<file path="src/rtl/stopwatch_ctrl_if.sv">
// Signal bundle between the stopwatch controller and its tick sources, inputs and MM:SS datapath.
// master drives ticks, levels and at-max flags; slave is the controller that returns strobes and status.
interface stopwatch_ctrl_if;
   logic clk_1hz;
   logic clk_2hz;
   logic button_pause;
   logic switch_adj;
   logic switch_sel;
   logic sec_at_max;
   logic min_at_max;
   logic sec_inc;
   logic min_inc;
   logic rollover;
   logic clr;
   logic running;
   logic is_adj;
   logic is_sel_sec;

   modport master (
      output clk_1hz, clk_2hz, button_pause, switch_adj, switch_sel, sec_at_max, min_at_max,
      input  sec_inc, min_inc, rollover, clr, running, is_adj, is_sel_sec
   );

   modport slave (
      input  clk_1hz, clk_2hz, button_pause, switch_adj, switch_sel, sec_at_max, min_at_max,
      output sec_inc, min_inc, rollover, clr, running, is_adj, is_sel_sec
   );
endinterface

</file>
<file path="src/rtl/stopwatch_ctrl.sv">
// Stopwatch mode FSM (PAUSED/RUN/ADJ) producing registered increment strobes for the MM:SS datapath.
// Define STOPWATCH_CTRL_LONGPRESS_CLR_EN to build hold-to-clear (pause held for HOLD_SEC clk_1hz ticks).
module stopwatch_ctrl (
   input logic             clk_100mhz,
   input logic             rst,
   stopwatch_ctrl_if.slave sw
);

`ifdef STOPWATCH_CTRL_LONGPRESS_CLR_EN
   parameter int HOLD_SEC = 2;
`endif

   typedef enum logic [1:0] {PAUSED, RUN, ADJ} state_t;

   state_t state;
   state_t next_state;
   logic   pause_q;
   logic   pause_rise;
   logic   hold_hit;
   logic   sec_inc_d;
   logic   min_inc_d;
   logic   rollover_d;
   logic   sec_inc_q;
   logic   min_inc_q;
   logic   rollover_q;
   logic   clr_q;
   logic   running_q;
   logic   is_adj_q;
   logic   is_sel_sec_q;

   assign pause_rise = sw.button_pause & ~pause_q;

`ifdef STOPWATCH_CTRL_LONGPRESS_CLR_EN
   localparam int HW = $clog2(HOLD_SEC + 1);

   logic [HW-1:0] hold_cnt;

   // The counter saturates at HOLD_SEC so a single press can only fire clr once.
   assign hold_hit = sw.button_pause && (state != ADJ) && sw.clk_1hz &&
                     (hold_cnt == HW'(HOLD_SEC - 1));

   always_ff @(posedge clk_100mhz or posedge rst) begin
      if (rst) begin
         hold_cnt <= '0;
         clr_q    <= 1'b0;
      end else begin
         clr_q <= hold_hit;
         if (!sw.button_pause || state == ADJ) begin
            hold_cnt <= '0;
         end else if (sw.clk_1hz && hold_cnt != HW'(HOLD_SEC)) begin
            hold_cnt <= hold_cnt + HW'(1);
         end
      end
   end
`else
   assign hold_hit = 1'b0;
   assign clr_q    = 1'b0;
`endif

   always_comb begin
      next_state = state;
      if (sw.switch_adj) begin
         next_state = ADJ;
      end else if (state == ADJ) begin
         next_state = PAUSED;
      end else if (hold_hit) begin
         next_state = PAUSED;
      end else if (pause_rise) begin
         next_state = (state == PAUSED) ? RUN : PAUSED;
      end
   end

   // Strobes follow the current state, so a tick on a transition cycle belongs to the old mode.
   always_comb begin
      sec_inc_d  = 1'b0;
      min_inc_d  = 1'b0;
      rollover_d = 1'b0;
      case (state)
         RUN: begin
            if (sw.clk_1hz) begin
               sec_inc_d  = 1'b1;
               min_inc_d  = sw.sec_at_max;
               rollover_d = sw.sec_at_max & sw.min_at_max;
            end
         end
         ADJ: begin
            if (sw.clk_2hz) begin
               sec_inc_d = sw.switch_sel;
               min_inc_d = ~sw.switch_sel;
            end
         end
         default: begin
         end
      endcase
      if (hold_hit) begin
         sec_inc_d  = 1'b0;
         min_inc_d  = 1'b0;
         rollover_d = 1'b0;
      end
   end

   always_ff @(posedge clk_100mhz or posedge rst) begin
      if (rst) begin
         state        <= PAUSED;
         pause_q      <= 1'b0;
         sec_inc_q    <= 1'b0;
         min_inc_q    <= 1'b0;
         rollover_q   <= 1'b0;
         running_q    <= 1'b0;
         is_adj_q     <= 1'b0;
         is_sel_sec_q <= 1'b0;
      end else begin
         state        <= next_state;
         pause_q      <= sw.button_pause;
         sec_inc_q    <= sec_inc_d;
         min_inc_q    <= min_inc_d;
         rollover_q   <= rollover_d;
         running_q    <= (next_state == RUN);
         is_adj_q     <= (next_state == ADJ);
         is_sel_sec_q <= sw.switch_sel;
      end
   end

   assign sw.sec_inc    = sec_inc_q;
   assign sw.min_inc    = min_inc_q;
   assign sw.rollover   = rollover_q;
   assign sw.clr        = clr_q;
   assign sw.running    = running_q;
   assign sw.is_adj     = is_adj_q;
   assign sw.is_sel_sec = is_sel_sec_q;

endmodule
</file>
<file path="src/flat_wrapper.sv">
// flat-port wrapper written by rule: the top's interface ports become plain ports
module stopwatch_ctrl_flat 
  (clk_100mhz, rst, sw_clk_1hz, sw_clk_2hz, sw_button_pause, sw_switch_adj, sw_switch_sel, sw_sec_at_max, sw_min_at_max, sw_sec_inc, sw_min_inc, sw_rollover, sw_clr, sw_running, sw_is_adj, sw_is_sel_sec);
  stopwatch_ctrl_if sw_i ();
  input logic clk_100mhz;
  input logic rst;
  input wire logic [$bits(sw_i.clk_1hz)-1:0] sw_clk_1hz;
  input wire logic [$bits(sw_i.clk_2hz)-1:0] sw_clk_2hz;
  input wire logic [$bits(sw_i.button_pause)-1:0] sw_button_pause;
  input wire logic [$bits(sw_i.switch_adj)-1:0] sw_switch_adj;
  input wire logic [$bits(sw_i.switch_sel)-1:0] sw_switch_sel;
  input wire logic [$bits(sw_i.sec_at_max)-1:0] sw_sec_at_max;
  input wire logic [$bits(sw_i.min_at_max)-1:0] sw_min_at_max;
  output wire logic [$bits(sw_i.sec_inc)-1:0] sw_sec_inc;
  output wire logic [$bits(sw_i.min_inc)-1:0] sw_min_inc;
  output wire logic [$bits(sw_i.rollover)-1:0] sw_rollover;
  output wire logic [$bits(sw_i.clr)-1:0] sw_clr;
  output wire logic [$bits(sw_i.running)-1:0] sw_running;
  output wire logic [$bits(sw_i.is_adj)-1:0] sw_is_adj;
  output wire logic [$bits(sw_i.is_sel_sec)-1:0] sw_is_sel_sec;
  assign sw_i.clk_1hz = sw_clk_1hz;
  assign sw_i.clk_2hz = sw_clk_2hz;
  assign sw_i.button_pause = sw_button_pause;
  assign sw_i.switch_adj = sw_switch_adj;
  assign sw_i.switch_sel = sw_switch_sel;
  assign sw_i.sec_at_max = sw_sec_at_max;
  assign sw_i.min_at_max = sw_min_at_max;
  assign sw_sec_inc = sw_i.sec_inc;
  assign sw_min_inc = sw_i.min_inc;
  assign sw_rollover = sw_i.rollover;
  assign sw_clr = sw_i.clr;
  assign sw_running = sw_i.running;
  assign sw_is_adj = sw_i.is_adj;
  assign sw_is_sel_sec = sw_i.is_sel_sec;
  stopwatch_ctrl u_core (.clk_100mhz(clk_100mhz), .rst(rst), .sw(sw_i));
endmodule
</file>
<file path="config.mk">
export PLATFORM = sky130hd
export DESIGN_NAME = stopwatch_ctrl_flat
export DESIGN_NICKNAME = d
export VERILOG_FILES = /design/src/rtl/stopwatch_ctrl_if.sv /design/src/rtl/stopwatch_ctrl.sv /design/src/flat_wrapper.sv
export SDC_FILE = /design/constraint.sdc
export NUM_CORES = 1
export LEC_CHECK = 0
export ABC_AREA = 1
export CORE_MARGIN = 2
export CORE_UTILIZATION = 28
export CTS_CLUSTER_SIZE = 40
export DETAILED_ROUTE_END_ITERATION = 8
export SLEW_MARGIN = 20
export SYNTH_ARGS = -nofsm -noshare
export SYNTH_HDL_FRONTEND = slang
export SYNTH_SLANG_ARGS = --single-unit
export TNS_END_PERCENT = 20
</file>
<file path="constraint.sdc">
create_clock -name clk_100mhz -period 1.3 [get_ports clk_100mhz]
set_input_delay 0.26 -clock clk_100mhz [delete_from_list [all_inputs] [get_ports clk_100mhz]]
set_output_delay 0.26 -clock clk_100mhz [all_outputs]
set_load 0.01 [all_outputs]
</file>
==> results.json, run 1 <==
{
  "run_status": "finished clean",
  "crit_arrival_ns": 0.90,
  "clockRootBuffer": "clkbuf_4",
  "via_per_inst": 3.99,
  "cts_buffer_depth": 2,
  "synth_seq_area_share_pct": 57.9,
  "area_growth_pct": 43.7,
  "fin_ws_ns": 0.140,
  "ctsResizeCount": 6,
  "chipWidth_um": 41.3,
  "slowest_delay_ns": 0.37,
  "crit_path_start": "u_core.sw.running",
  "numCtsBuffers": 3,
  "dpl-instance-area_um2": 541,
  "dr_total_vias": 291,
  "io_buffers": 14,
  "min_path_type": "input port to asynchronous set/reset pin",
  "placementRows": 13,
  "slowest_stage": "dfrtp_1",
  "wl_per_cell_um": 8.56,
  "antenna-diode-count": 0,
  "nets": 71,
  "final_max_slew_viol_count": 0,
  "clk_pin_slew_ns": 0.06,
  "critical_path_buf_inv_count": 1,
  "ys_types": 11,
  "yosysWarnings": 0,
  "fin_worst_skew_ns": 0.00220,
  "overflow": 0,
  "pre_cts_ws_ns": 0.0696,
  "critPathKind": "register to output pin",
  "syn-cell-area_um2": 389,
  "postCtsHoldBufs": 0,
  "die_height_um": 41.3,
  "finish.utilization_pct": 43.0,
  "rsz0062_at_grt": "no",
  "fp.coreArea_um2": 1300,
  "peakVddDrop_mv": 0.496,
  "path_cells": "dlygate4sd2_1",
  "h-tree-depth": 1,
  "io_pins": 16,
  "p_per_area_nw_per_um2": 1070,
  "crit_fanout": 1,
  "drive_gt1_share_pct": 6.90,
  "synthesis.nets": 53,
  "antenna_found_initial": 0,
  "grt_max_degree": 10,
  "gp_congestion": 0.707,
  "die_area_um2": 1700,
  "cts_setup_buffers": 0,
  "hold_viol": 0,
  "crit_family": "flip-flops",
  "dr.pass1.iters": 2,
  "rr_startpoint": "u_core.state[0]",
  "end_kind": "output pin",
  "ant_nets": 0,
  "finish.instance_area_um2": 559,
  "grt.total_usage_pct": 10.1,
  "drtIter0Drc": 4,
  "syn-instance-count": 41,
  "grt_pass1_vias": 285,
  "syn_avg_cell_area_um2": 9.49,
  "dpl.hpwl_um": 492,
  "clk_latency_ns": 0.26,
  "critPathLaunchType": "register",
  "fin_crit_sh_pct": 89.3,
  "n_fill_cell": 144,
  "grt_pass1_wl_mm": 1.04,
  "routed_wl_um": 625,
  "min_period_ns": 1.16,
  "start_util_pct": 29.9,
  "power.leakage_uw": 0.000316,
  "critPathRequiredTime_ns": 1.04,
  "drc": 0,
  "finalPower_uw": 599,
  "cts_tree": "built",
  "max_freq_mhz": 862,
  "cts_num_sinks": 9,
  "finalSetupViolCount": 0,
  "cap_violations": 0,
  "tns_ns": 0,
  "ys_ff_latch": 9
}
==> cells in the mapped netlist <==
| cell type | number | area, um2 |
|---|---|---|
| nand3b_1 | 1 | 7.51 |
| a21oi_1 | 2 | 10.0 |
| dfrtp_1 | 9 | 225 |
| conb_1 | 1 | 3.75 |
| inv_1 | 10 | 37.5 |
| ha_1 | 3 | 37.5 |
| nor2_1 | 4 | 15.0 |
| nand2_1 | 5 | 18.8 |
| nand3_1 | 4 | 20.0 |
| nand2_2 | 1 | 6.26 |
| buf_4 | 1 | 7.51 |
==> worst paths after layout <==
check,cells past startpoint,to,slack [ns]
setup / recovery,1,sw_running,0.14
hold / removal,2,u_core.sw.sec_inc,0.26
setup reg to reg,6,u_core.sw.is_adj,0.17
hold reg to reg,4,u_core.state[1],0.60
max in group asynchronous,2,u_core.sw.running,0.80
min in group clk_100mhz,1,u_core.sw.is_sel_sec,0.48
==> cell type report <==
cell class	instances	area, um2	area share (%)
multi-input combinational	21	119	21.3
clock buffer	4	26.3	4.70
tap	15	18.8	3.36
sequential	9	225	40.3
inverter	10	37.5	6.71
timing repair buffer	14	133	23.7
==> stage by stage <==
stage | hold slack [ns] | instances
6_report | 0.257 | 73
5_1_grt | 0.292 | 73
4_1_cts | 0.267 | 73
3_5_place_dp | 0.548 | 69
3_3_place_gp | 0.546 | 69
2_1_floorplan | 0.0879 | 41
==> cells in the final DEF (no fill, tap or decap), drive strengths merged <==
master	Yosys	layout
inv	10	10
nand3	4	4
clkbuf	0	4
dfrtp	9	9
nand2	6	6
nand3b	1	1
conb	1	1
clkdlybuf4s50	0	8
a21oi	2	2
nor2	4	4
dlygate4sd2	0	6
ha	3	3
==> registers in the layout (all words and copies together) (netlist names) <==
register              count
u_core.sw.is_sel_sec      1
u_core.state              2
u_core.sw.rollover        1
u_core.sw.is_adj          1
u_core.sw.running         1
u_core.sw.min_inc         1
u_core.sw.sec_inc         1
u_core.pause_q            1
==> metal layers <==
layer,vias up,wire [um],share of wire [%],global-route usage (%)
li1,153,-,-,-
met1,128,246,39,11.0
met2,10,324,52,16.4
met3,0,54,8.6,3.26
met4,0,0,0,7.26
met5,-,0,0,0
==> kinds of logic after synthesis <==
kind of cell,after synthesis,share of synthesized area (%)
DFF,9,57.9
buffers and inverters,11,11.6
adders and majority gates,3,9.65
and+or+nand+nor,15,17.4
other,1,0.964
AOI/OAI and AO/OA,2,2.57
==> worst reg2reg max path: cells and delay by family (launching register included) <==
family | cells | cell delay, ns
buffers and inverters | 2 | 0.11
AND/OR/NAND/NOR | 3 | 0.32
adder cells (fa/ha/maj) | 1 | 0.25
flip-flops | 1 | 0.34
==> power by group <==
group | internal, uW | leakage, uW | total (uW) | switching (uW)
Combinational | 44.1 | 0.000186 | 87.0 | 43.0
Clock | 118 | 0.0000150 | 214 | 95.7
Sequential | 294 | 0.000115 | 298 | 3.73
No activity file was read; power rests on OpenSTA's default activity.
==> run 2, diff against run 1 <==
- CORE_AREA: unset -> 2 2 39 41
- CORE_MARGIN: 2 -> unset
- CORE_UTILIZATION: 28 -> unset
- DIE_AREA: unset -> 0 0 41 43
==> run 2 against run 1 <==
Net effect:
- via count up 0.34%
- critical path depth unchanged
- maximum frequency up 0.14%
- first-iteration DRC count did not move
- clock-buffer cell count is the same
- utilization fell by 2.5 points
- critical path type unchanged
- critical endpoint is now sw_sec_inc
- largest power group unchanged
==> results.json, run 2 (synthesis gave the netlist of run 1 again) <==
{
  "seqPwrFrac_pct": 50.1,
  "slowest_stage": "dfrtp_1",
  "dpl-instance-area_um2": 542,
  "critical_path_buf_inv_count": 1,
  "end_kind": "output pin",
  "critPathLaunchType": "register",
  "finish.instance_area_um2": 561,
  "start_util_pct": 28.1,
  "finalSetupViolCount": 0,
  "tns_ns": 0,
  "wl_per_cell_um": 9.14,
  "p_per_area_nw_per_um2": 1060,
  "fp.coreArea_um2": 1380,
  "final_common_cell": "inv_1",
  "min_period_ns": 1.16,
  "critPathKind": "register to output pin",
  "gp_congestion": 0.781,
  "critPathRequiredTime_ns": 1.04,
  "swShare_pct": 23.3,
  "grt_pass1_vias": 280,
  "drc": 0,
  "min_path_type": "input port to asynchronous set/reset pin",
  "cts_setup_buffers": 0,
  "h-tree-depth": 1,
  "peakVddDrop_mv": 0.386,
  "numCtsBuffers": 3,
  "io_pins": 16,
  "io_buffers": 14,
  "n_fill_cell": 149,
  "largest-register": "u_core.state",
  "postCtsHoldBufs": 0,
  "dr_total_vias": 292,
  "nets": 71,
  "via_per_inst": 3.95,
  "routed_wl_um": 676,
  "area_growth_pct": 44.1,
  "clockRootBuffer": "clkbuf_4",
  "cap_violations": 0,
  "drive_gt1_share_pct": 6.90,
  "grt.total_usage_pct": 9.64,
  "p_clk_share_pct": 35.2,
  "hold_viol": 0,
  "cts_num_sinks": 9,
  "die_area_um2": 1760,
  "chipWidth_um": 41,
  "run_status": "finished clean",
  "grt_pass1_wl_mm": 1.04,
  "largest_reg_flops": 2,
  "overflow": 0,
  "power.internal_uw": 456,
  "die_height_um": 43,
  "path_cells": "dlygate4sd2_1",
  "dr.pass1.iters": 3,
  "cts_buffer_depth": 2,
  "dpl.hpwl_um": 532,
  "antenna_found_initial": 0,
  "crit_fanout": 1,
  "ctsResizeCount": 6,
  "fin_crit_sh_pct": 89.1,
  "drtIter0Drc": 4,
  "max_freq_mhz": 863,
  "ant_nets": 0,
  "antenna-diode-count": 0,
  "power.leakage_uw": 0.000316,
  "power_switching_uw": 139,
  "cts_tree": "built",
  "rsz0062_at_grt": "no",
  "crit_family": "flip-flops",
  "fin_worst_skew_ns": 0.00435,
  "crit_arrival_ns": 0.90,
  "grt_max_degree": 10,
  "clk_pin_slew_ns": 0.06,
  "combPwrFrac_pct": 14.7,
  "final_cell_mix": "inv_1, dfrtp_1, clkdlybuf4s50_1",
  "slowest_delay_ns": 0.36,
  "final_max_slew_viol_count": 0,
  "clk_latency_ns": 0.26,
  "placementRows": 14
}
-- run 2: cell counts in the layout (fill, tap and decap cells not counted) --
No cell type changed its count.
-- run 2: final timing paths --
path	from	cells past startpoint	slack (ns)	endpoint
max	u_core.sw.sec_inc	1	0.14	sw_sec_inc
min	rst	2	0.27	u_core.state[0]
max reg2reg	u_core.state[0]	7	0.21	u_core.sw.is_adj
min reg2reg	u_core.pause_q	4	0.61	u_core.state[1]
max in group asynchronous	rst	2	0.78	u_core.sw.min_inc
min in group clk_100mhz	sw_button_pause	1	0.50	u_core.pause_q
-- run 2: power by group through the flow --
stage / Sequential (uW) / Clock (uW) / Combinational (uW)
CTS: 298 / 223 / 89.1
global placement: 303 / 0 / 94.6
detailed placement: 304 / 0 / 94.5
floorplan: 308 / 0 / 39.8
finish: 298 / 209 / 87.2
global route: 300 / 231 / 99.9
-- run 2: per-stage QoR --
step / worst slack [ns] / util (%) / power (uW) / hold slack (ns) / std cells
final: 0.141 / 40.5 / 595 / 0.268 / 74
after global routing: 0.0688 / 40.5 / 631 / 0.300 / 74
after CTS: 0.112 / 40.5 / 610 / 0.273 / 74
after detailed placement: 0.0834 / 39.2 / 399 / 0.549 / 70
after global placement: 0.101 / 39.2 / 398 / 0.549 / 70
after floorplan: 0.294 / - / 348 / 0.0879 / 41
-- run 2: routing by layer --
| layer | up-vias | global-route usage, % | wire length (um) |
|---|---|---|---|
| met5 | - | 0 | 0 |
| met4 | 0 | 10.0 | 21 |
| met3 | 2 | 3.66 | 87 |
| met2 | 16 | 13.4 | 295 |
| met1 | 120 | 10.0 | 272 |
| li1 | 154 | - | - |
-- run 2: cell type report --
class	count	area, um2	share of cell area, %
clock buffer	4	26.3	4.69
multi-input combinational	21	119	21.2
inverter	10	37.5	6.70
sequential	9	225	40.2
timing repair buffer	14	133	23.7
tap	16	20.0	3.57
==> run 3, diff against run 2 <==
==> constraint.sdc (replaced) <==
create_clock -name clk_100mhz -period 1.3 [get_ports clk_100mhz]
set_input_delay 0.26 -clock clk_100mhz [delete_from_list [all_inputs] [get_ports clk_100mhz]]
set_output_delay 0.26 -clock clk_100mhz [all_outputs]
set_load 0.02 [all_outputs]
==> results of run 3 <==
The final DEF is identical to that of run 2. Status: finished clean.
Main changes from that run: setup slack after layout 0.141 ns -> 0.104 ns; total power 595 uW -> 603 uW; worst IR drop on VDD 0.386 mV -> 0.390 mV
